===== src/rtl/csa_mult_seq_ctrl.sv =====
`default_nettype none
// ============================================================================
//  Module   : csa_mult_seq_ctrl
//  Purpose  : Sequencing controller for an iterative unsigned multiply built
//             around one external combinational 32-bit 3:2 carry-save adder.
//             Each ACCUM cycle folds one shifted partial product into the
//             sum/carry pair; one RESOLVE cycle adds them into the product.
//  Ports    : clk, reset (async, active-high)
//             start, a, b        - request and captured operands
//             busy, done         - handshake (done is a one-cycle pulse)
//             product            - 32-bit result, held until next resolve
//             csa_x/y/z          - operands presented to the external CSA
//             csa_s/c            - CSA results (carry already shifted left)
//  Revision : 1.0  initial release
// ============================================================================
module csa_mult_seq_ctrl #(
  parameter int          WIDTH      = 16,
  parameter int unsigned EARLY_EXIT = 1
) (
  input  logic             clk,
  input  logic             reset,
  input  logic             start,
  input  logic [WIDTH-1:0] a,
  input  logic [WIDTH-1:0] b,
  output logic             busy,
  output logic             done,
  output logic [31:0]      product,
  output logic [31:0]      csa_x,
  output logic [31:0]      csa_y,
  output logic [31:0]      csa_z,
  input  logic [31:0]      csa_s,
  input  logic [31:0]      csa_c
);

  localparam logic [1:0] c_S_IDLE    = 2'd0;
  localparam logic [1:0] c_S_ACCUM   = 2'd1;
  localparam logic [1:0] c_S_RESOLVE = 2'd2;

  localparam logic [4:0] c_LAST = 5'(WIDTH - 1);
  localparam bit         c_EE   = (EARLY_EXIT != 0);

  logic [1:0]       r_state;
  logic [1:0]       w_state_nxt;
  logic [WIDTH-1:0] r_a;
  logic [WIDTH-1:0] r_b;
  logic [31:0]      r_sum;
  logic [31:0]      r_carry;
  logic [4:0]       r_cnt;
  logic             r_busy;
  logic             r_done;
  logic [31:0]      r_product;

  logic [WIDTH-1:0] w_b_shift;
  logic             w_bbit;
  logic             w_more;
  logic             w_b_zero;
  logic [31:0]      w_a_ext;
  logic [31:0]      w_pp;

  // Shifting b down by cnt gives both the current multiplier bit (bit 0)
  // and whether any higher bit remains (the rest), without a variable index.
  assign w_b_shift = r_b >> r_cnt;
  assign w_bbit    = w_b_shift[0];
  assign w_more    = |(w_b_shift >> 1);
  assign w_b_zero  = (b == '0);
  assign w_a_ext   = {{(32-WIDTH){1'b0}}, r_a};
  assign w_pp      = w_bbit ? (w_a_ext << r_cnt) : 32'd0;

  assign busy    = r_busy;
  assign done    = r_done;
  assign product = r_product;

  // State register
  always_ff @(posedge clk or posedge reset) begin
    if (reset) begin
      r_state <= c_S_IDLE;
    end else begin
      r_state <= w_state_nxt;
    end
  end

  // Next-state logic
  always_comb begin
    w_state_nxt = r_state;
    case (r_state)
      c_S_IDLE: begin
        if (start) begin
          // Zero multiplier needs no accumulation when early exit is enabled
          w_state_nxt = (c_EE && w_b_zero) ? c_S_RESOLVE : c_S_ACCUM;
        end
      end
      c_S_ACCUM: begin
        if ((r_cnt == c_LAST) || (c_EE && !w_more)) begin
          w_state_nxt = c_S_RESOLVE;
        end
      end
      c_S_RESOLVE: w_state_nxt = c_S_IDLE;
      default:     w_state_nxt = c_S_IDLE;
    endcase
  end

  // CSA operand outputs: only meaningful while accumulating
  always_comb begin
    csa_x = 32'd0;
    csa_y = 32'd0;
    csa_z = 32'd0;
    if (r_state == c_S_ACCUM) begin
      csa_x = r_sum;
      csa_y = r_carry;
      csa_z = w_pp;
    end
  end

  // Datapath and handshake registers
  always_ff @(posedge clk or posedge reset) begin
    if (reset) begin
      r_a       <= '0;
      r_b       <= '0;
      r_sum     <= 32'd0;
      r_carry   <= 32'd0;
      r_cnt     <= 5'd0;
      r_busy    <= 1'b0;
      r_done    <= 1'b0;
      r_product <= 32'd0;
    end else begin
      r_done <= 1'b0;
      case (r_state)
        c_S_IDLE: begin
          if (start) begin
            r_a     <= a;
            r_b     <= b;
            r_sum   <= 32'd0;
            r_carry <= 32'd0;
            r_cnt   <= 5'd0;
            r_busy  <= 1'b1;
          end
        end
        c_S_ACCUM: begin
          r_sum   <= csa_s;
          r_carry <= csa_c;
          r_cnt   <= r_cnt + 5'd1;
        end
        c_S_RESOLVE: begin
          r_product <= r_sum + r_carry;
          r_done    <= 1'b1;
          r_busy    <= 1'b0;
        end
        default: begin
          r_busy <= 1'b0;
        end
      endcase
    end
  end

endmodule
`default_nettype wire


===== config.mk =====
export PLATFORM = sky130hd
export DESIGN_NAME = csa_mult_seq_ctrl
export DESIGN_NICKNAME = d
export VERILOG_FILES = /design/src/rtl/csa_mult_seq_ctrl.sv
export SDC_FILE = /design/constraint.sdc
export NUM_CORES = 1
export LEC_CHECK = 0
export ABC_AREA = 1
export CORE_MARGIN = 5
export CORE_UTILIZATION = 51
export DETAILED_ROUTE_END_ITERATION = 7
export GPL_TIMING_DRIVEN = 1
export PLACE_DENSITY_LB_ADDON = 0.2
export SETUP_SLACK_MARGIN = 0.1
export SYNTH_ARGS = -nofsm -noshare
export SYNTH_HDL_FRONTEND = slang
export SYNTH_SLANG_ARGS = --single-unit
export TNS_END_PERCENT = 1

===== constraint.sdc =====
create_clock -name clk -period 5.7 [get_ports clk]
set_input_delay 1.425 -clock clk [delete_from_list [all_inputs] [get_ports clk]]
set_output_delay 1.425 -clock clk [all_outputs]
set_load 0.01 [all_outputs]

---- Word-level counts from Yosys, hierarchy flattened ----
Cells that the tools add are included.
Widths: inputs -> output; s select.
word-level totals
  register bits ........................... 137
  bits in latches ......................... 0
  memory bits (writable) .................. 0
  memory bits (read-only) ................. 0
  input bits .............................. 99
  output and inout port bits .............. 130
  logic and storage cells ................. 45
  memories ................................ 0
cells by class
  $add $sub $neg .......................... 2
  $mul .................................... 0
  divide/modulo/power cells ............... 0
  $lt $le $gt $ge ......................... 0
  equal/unequal tests ..................... 5
  shift-type cells ........................ 2
  muxes and demuxes ....................... 16
  bitwise logic cells ..................... 1
  reductions and logical operators ........ 10
operators with widths
  kind                 number
  $mux 32              5
  $pmux 32 s2          2
  $add 32x32->32       1
  $shl 16x5->32        1
  $logic_not 16->1     1
  $shr 16x5->16        1
  $reduce_or 15->1     1
  $pmux 5 s2           1
  $reduce_and 2->1     4
  $mux 2               3
  $add 5x1->5 const B  1
  $eq 5x4->1 const B   1
  $mux 5               1
  $ne 2x2->1 const B   2
  $pmux 2 s2           1
  $eq 2x1->1 const B   1
  $eq 2x2->1 const B   1
  $logic_not 2->1      1
  $mux 1               2
  $pmux 1 s2           1
  $reduce_bool 2->1    1
  $logic_not 1->1      1
  $logic_or 1x1->1     1
  $not 1->1            1

---- Logic depth before layout (Yosys ltp) ----
Gate-level depths: netlist of the first run.
  word-level depth ........................ 6
  gate-level depth with buffers ........... 14
  mapped depth without buffers ............ 13

---- Worst setup path after synthesis of the first run ----
No wires, ideal clock.
  path kind ............................... flip-flop to output port
  start point ............................. register r_cnt[0]
  end point ............................... output csa_z[14]
  arrival time ............................ 1.442 ns
  data required time ...................... 4.275 ns
  slack ................................... 2.833 ns
  stages on the path, launching flop included .. 11
  buffers on the path ..................... 3
  cells stage by stage .................... dfrtp_1 buf_6 inv_6 buf_6 nand2_1 nand3_1 nand3_1 nand3_4 nand2_2 buf_6 a21oi_2
on the way
  cells in the longest elaborated chain, start to end .. 3
  elaborated cells on any way between the ends .. 4
  those cells by class .................... 2 x shift; 2 x mux
ends and longest elaborated chain
  element                                         RTL line  RTL
  from (decl)                                     48        logic [4:0] r_cnt;
  from (signal assigned)                          141       r_cnt <= r_cnt + 5'd1;
  $shl 16x5->32 or $shr 16x5->16 (tied branches)  67, 62
  $mux 32 *                                       67        assign w_pp = w_bbit ? (w_a_ext << r_cnt) : 32'd0;
  $mux 32 *                                       107       if (r_state == c_S_ACCUM) begin
  to (decl)                                       30        output logic [31:0] csa_z,
Every way passes the cells marked *; elsewhere a longest branch is shown, timed or not.

---- Final worst setup path of the first run ----
  start point ............................. register r_cnt[1]
  end point ............................... output csa_z[12]
Same word-level chain as after synthesis.

==> impl_metrics.csv, run 1 <==
group,metric,value,unit
critical_path,worstPathMaxFanout,28,
clock_tree,cts_hold_buf,0,
die,design.die.area,0.02102,sq mm
global_routing,grt_pass1_wl,46750,microns
cells_and_area,drive_gt1_frac,0.05138,
clock_tree,htree_num_levels,4,
worst_hold_path,holdCritStartpoint,"product[1]",
worst_hold_path,hp-class,"flip-flop to flip-flop",
pwr,irDropWorstVdd,298.5,uV
global_routing,antenna_found_initial,2,
timing,min_period_over_period,0.8533,
die,io_pins,229,
timing,tns,0,ns
critical_path,cp.required,4.28,ns
critical_path,critical-path-max-stage-delay,0.81,ns
global_routing,grt_max_degree,69,
die,fp.dieW,145.0,microns
clock_tree,cts.sinks,137,
drt,routed_wl,28520,microns
critical_path,crit_chain,"inv_2 -> nand2_1 -> nand2_1 -> nand3_2 -> nand2_2 -> a21oi_4 -> nand2_2 -> a21oi_1 -> clkdlybuf4s50_1",
synth,synth.cell_area,0.009291,sq mm
clock_tree,clock-root-buffer,"clkbuf_16",
critical_path,crit_path_end_kind,"primary output",
cells_and_area,layout.nets,1756,
synth,synthArstFlopShare,1.000,
synth,ys_seq_area_frac,0.3690,
pwr,power_density,667.2,mW/mm^2
critical_path,worstSetupStartpoint,"r_cnt[1]",
timing,worst_pin_slew,1.040,ns
clock_tree,post_cts_resized,0,
global_routing,grt_pass1_vias,9401,
placement,place.gp.congestion,0.9297,
placement,io_buffers,227,
timing,hold_violations,0,
cells_and_area,final_cell_mix,"nand2_1, clkdlybuf4s50_1, inv_1",
timing,slew_headroom,0.3059,
global_routing,grt-ovfl-total,0,
critical_path,crit_type,"flip-flop to primary output",
drt,antenna_left,0,
critical_path,r2r-start,"r_state[1]",
drt,viasPerCell,5.146,
drt,routedWlPerCell,15.28,microns
clock_tree,clkTransAtPathRegs,0.06,ns
global_routing,grt_usage,0.2710,
timing,setup_violations,0,
die,core_region_area,0.01796,sq mm
drt,drt_iter0_markers,661,
critical_path,worstSetupStartpointType,"flip-flop",
clock_tree,clock_latency,0.43,ns
synth,synthFlopType,"dfrtp_1",
synth,synth-edff-count,0,
critical_path,slowest_stage,"dfrtp_1",
synth,synth_cells,1423,
timing,period_needed,4.864,ns
synth,yosysWarnings,0,
placement,hpwl,21770,microns
cells_and_area,final_cells,1866,
timing,fin_hold_ws,0.4726,ns
placement,dp_cells,1833,
die,initial_core_util,0.5172,
clock_tree,cts_setup_buffers,0,
timing,final-max-slew-violation-count,0,
critical_path,cp.arrival,3.44,ns
timing,max_freq,205.6,MHz
outcome,status,"finished, final reports clean",
timing,rsz0062_at_grt,"false",
drt,drc,0,
critical_path,path_buf_inv,2,
cells_and_area,syn_to_final_growth,31.85,%
die,rows,49,
clock_tree,numCtsBuffers,17,
die,die_y,145.0,microns
critical_path,critPathTopFamily,"buffers and inverters",
pwr,p_leak,6.247,nW
drt,num_vias,9602,
drt,drtPass1Iterations,5,
synth,syn_nets,1556,
cells_and_area,layout_commonest_cell,"nand2_1",
timing,fin_worst_skew,0.01072,ns
synth,syn-mean-instance-area,6.529,sq um
clock_tree,cts_tree,"built",
run,maxCapViolations,0,
clock_tree,cts_max_path_buffers,2,
synth,ys_ff_latch,137,
synth,ys_types,44,
-- tightest hold or removal path, delay by kind of cell, from the launching register on --
kind	cells	cell delay [ns]
flops	1	0.34
simple gates	2	0.11
-- worst paths after layout --
kind,slack [ns],end,cells past startpoint
min in group asynchronous,1.42,r_carry[13],2
max in group asynchronous,3.31,r_sum[13],3
setup / recovery,0.84,csa_z[12],9
setup reg to reg,2.79,r_sum[19],6
hold reg to reg,0.47,product[1],2
hold / removal,0.47,product[1],2
-- sequential cells by signal, indices dropped and copies added, names as in the netlist --
| register | flops |
|---|---|
| r_a | 16 |
| done | 1 |
| r_carry | 32 |
| r_cnt | 5 |
| r_b | 16 |
| r_state | 2 |
| product | 32 |
| r_sum | 32 |
| busy | 1 |
-- cells in the mapped netlist (all sizes together) (2+ instances only) --
cell      n  area (sq um)
mux2i     4         40.04
nand3b    3         22.52
a21oi    38         216.5
nor4      4         25.02
buf      25         170.2
ha       33         412.9
xnor2    14         122.6
nand2   553          2091
dfrtp   137          3428
nand4    10         62.56
o21bai    3         22.52
inv     209         789.5
nor2    143         589.3
or2       6         37.53
o21ai   121         609.3
o211ai    3         22.52
nor3      9         50.05
clkbuf   28         105.1
o21a      2         15.01
nand3    64         355.3
and2      6         37.54
-- logic make-up after synthesis --
family / count (synthesis) / synth area share
and+or+nand+nor: 800 / 0.3535
muxes: 4 / 0.004309
other: 1 / 0.0004036
AOI/OAI and AO/OA: 171 / 0.09844
buffers and inverters: 262 / 0.1146
DFF: 137 / 0.3690
xor gates and xnor gates: 14 / 0.01320
adders and majority gates: 34 / 0.04659
-- routing by layer --
| layer | global-route usage | part of all wire | vias to the layer above |
|---|---|---|---|
| li1 | - | - | 4773 |
| met1 | 0.3379 | 0.42 | 4444 |
| met2 | 0.4550 | 0.48 | 321 |
| met3 | 0.05706 | 0.068 | 64 |
| met4 | 0.1177 | 0.033 | 0 |
| met5 | 0 | 0 | - |
-- power breakdown --
group	switching (mW)	leakage, nW	total (mW)	internal [mW]
clock network	0.437	0.298	1.16	0.720
logic	3.19	4.26	5.21	2.02
registers	0.361	1.69	1.81	1.45
-- per-stage QoR --
| stage | instance area (sq um) | worst slack [ns] | util | power [mW] |
|---|---|---|---|---|
| finish | 12250 | 0.8361 | 0.6820 | 8.174 |
| floorplan | 9291 | 0.6072 | - | 5.147 |
| CTS | 12250 | 0.8582 | 0.6817 | 8.167 |
| global placement | 11630 | 1.344 | 0.6476 | 6.899 |
| detailed placement | 11630 | 1.321 | 0.6476 | 6.967 |
| global route | 12250 | 0.5742 | 0.6820 | 8.899 |
-- final cells by class --
class | count | area (sq um)
inverters | 209 | 794.5
fillers | 1580 | 5713
well taps | 229 | 286.5
diodes | 2 | 5.005
multi-input cells | 1024 | 4798
clock buffers | 20 | 466.7
clock inverters | 11 | 146.4
flip-flops and latches | 137 | 3428
repair buffers | 234 | 2325
(Power assumes the default switching activity.)
==> inputs of run 2 (changes only) <==
HOLD_SLACK_MARGIN = 0.1   (was default)
PLACE_DENSITY = 0.89   (was default)
PLACE_DENSITY_LB_ADDON = default   (was 0.2)
==> run 2 against run 1 <==
Against the previous run: clock-buffer cell count unchanged; combinational power about the same; die area unchanged; critical path type unchanged; clock skew decreased by 0.0023 ns; fmax grew 0.24%; power fell by 1.2%; global-route usage up 0.059 points.
==> impl_metrics.csv, run 2 (same netlist as run 1, synthesis figures left out) <==
group,metric,value,unit
timing,slew_headroom,0.3152,
pwr,p_leak,6.210,nW
die,die_y,145.0,microns
timing,worst_pin_slew,1.027,ns
critical_path,crit_type,"flip-flop to primary output",
timing,setup_violations,0,
critical_path,worstSetupStartpointType,"flip-flop",
global_routing,grt-ovfl-total,0,
timing,hold_violations,0,
drt,num_vias,9608,
clock_tree,cts.sinks,137,
critical_path,reg2reg_to,"r_sum[27]",
cells_and_area,final_cell_area,0.01217,sq mm
pwr,irDropWorstVdd,322.5,uV
drt,routed_wl,29060,microns
clock_tree,clock_latency,0.43,ns
die,fp.dieW,145.0,microns
placement,place.gp.congestion,0.9629,
timing,max_freq,206.1,MHz
die,io_pins,229,
cells_and_area,layout.nets,1755,
timing,fin_worst_skew,0.008454,ns
die,design.die.area,0.02102,sq mm
cells_and_area,layout_commonest_cell,"nand2_1",
placement,io_buffers,227,
critical_path,reg2reg_depth,6,
critical_path,cp.required,4.28,ns
drt,drc,0,
worst_hold_path,holdCritStartpoint,"product[1]",
critical_path,worstSetupStartpoint,"r_cnt[1]",
clock_tree,htree_num_levels,4,
clock_tree,clkTransAtPathRegs,0.06,ns
worst_hold_path,hp-class,"flip-flop to flip-flop",
timing,rsz0062_at_grt,"false",
clock_tree,cts_hold_buf,0,
critical_path,crit_path_end_kind,"primary output",
clock_tree,cts_setup_buffers,0,
timing,layout_setup_ws,0.8477,ns
clock_tree,cts_max_path_buffers,2,
drt,drt_iter0_markers,580,
timing,period_needed,4.852,ns
critical_path,cp.arrival,3.43,ns
cells_and_area,final_cell_mix,"nand2_1, clkdlybuf4s50_1, inv_1",
global_routing,grt_pass1_vias,9307,
global_routing,grt_pass1_wl,47130,microns
die,initial_core_util,0.5172,
run,maxCapViolations,0,
placement,place_ws,1.322,ns
global_routing,antenna_found_initial,1,
clock_tree,post_cts_resized,0,
global_routing,grt_max_degree,69,
cells_and_area,drive_gt1_frac,0.04957,
cells_and_area,syn_to_final_growth,31.03,%
die,rows,49,
drt,antenna_left,0,
outcome,status,"finished, final reports clean",
worst_hold_path,whs_endpoint,"product[1]",
critical_path,rrSetupSlack,2.73,ns
drt,drtPass1Iterations,5,
critical_path,worstPathMaxFanout,28,
timing,min_period_over_period,0.8513,
global_routing,grt_usage,0.2716,
die,core_region_area,0.01796,sq mm
timing,tns,0,ns
timing,final-max-slew-violation-count,0,
placement,hpwl,22630,microns
worst_hold_path,holdPathStages,2,
drt,viasPerCell,5.155,
clock_tree,clock-root-buffer,"clkbuf_16",
pwr,power_density,663.6,mW/mm^2
clock_tree,cts_tree,"built",
critical_path,r2r-start,"r_state[1]",
placement,place_area,0.01162,sq mm
clock_tree,numCtsBuffers,17,
drt,routedWlPerCell,15.59,microns
-- run 2: changes by cell type in the layout (fill, tap and decap cells not counted), sizes merged --
cell / change
inv: +1
bufinv: -2
diode: -1
clkinv: +1
buf: -1
-- run 2: worst max path at each step --
| stage | end | slack [ns] |
|---|---|---|
| 3_5_place_dp | csa_z[12] | 1.32 |
| 6_report | csa_z[12] | 0.85 |
| 2_1_floorplan | busy | 0.61 |
| 5_1_grt | csa_z[12] | 0.59 |
| 3_3_place_gp | csa_z[19] | 1.35 |
| 4_1_cts | csa_z[19] | 0.88 |
-- run 2: area by class of cell --
cell class                 count  area [sq um]
fill                        1586          5789
multi-input combinational   1024          4798
sequential                   137          3428
timing repair buffer         233          2317
inverter                     209         794.5
clock buffer                  20         446.7
tap                          229         286.5
clock inverter                11         100.1
antenna                        1         2.502
-- run 2: through the flow --
step / instances / hold WS (ns) / utilization / power (mW)
after floorplan: 1423 / 0.4492 / - / 5.147
after global placement: 1832 / 0.4543 / 0.6471 / 6.895
after detailed placement: 1832 / 0.4644 / 0.6471 / 6.993
after CTS: 1863 / 0.4780 / 0.6776 / 8.069
after global routing: 1864 / 0.5094 / 0.6777 / 8.771
final: 1864 / 0.4716 / 0.6777 / 8.079
-- run 2: power by group --
group	switching [mW]	leakage (nW)	internal (mW)	total [mW]
clock	0.438	0.266	0.608	1.05
sequential	0.388	1.69	1.45	1.83
combinational	3.18	4.25	2.02	5.20
-- run 2: critical path, cell delays in order, from the launching register on --
cell	delay, ns
dfrtp_1	0.80
inv_2	0.37
nand2_1	0.15
nand2_1	0.09
nand3_2	0.07
nand2_2	0.07
a21oi_4	0.32
nand2_2	0.34
a21oi_1	0.21
clkdlybuf4s50_1	0.56
-- run 2: per-layer routing --
layer  part of all wire  global-route usage  vias up  wire length, microns
met5                  0                   0        -                     0
met4              0.030             0.09981        0                   873
met3              0.060             0.03898       68                  1750
met2               0.49              0.4686      339                 14330
met1               0.42              0.3468     4431                 12100
li1                   -                   -     4770                     -
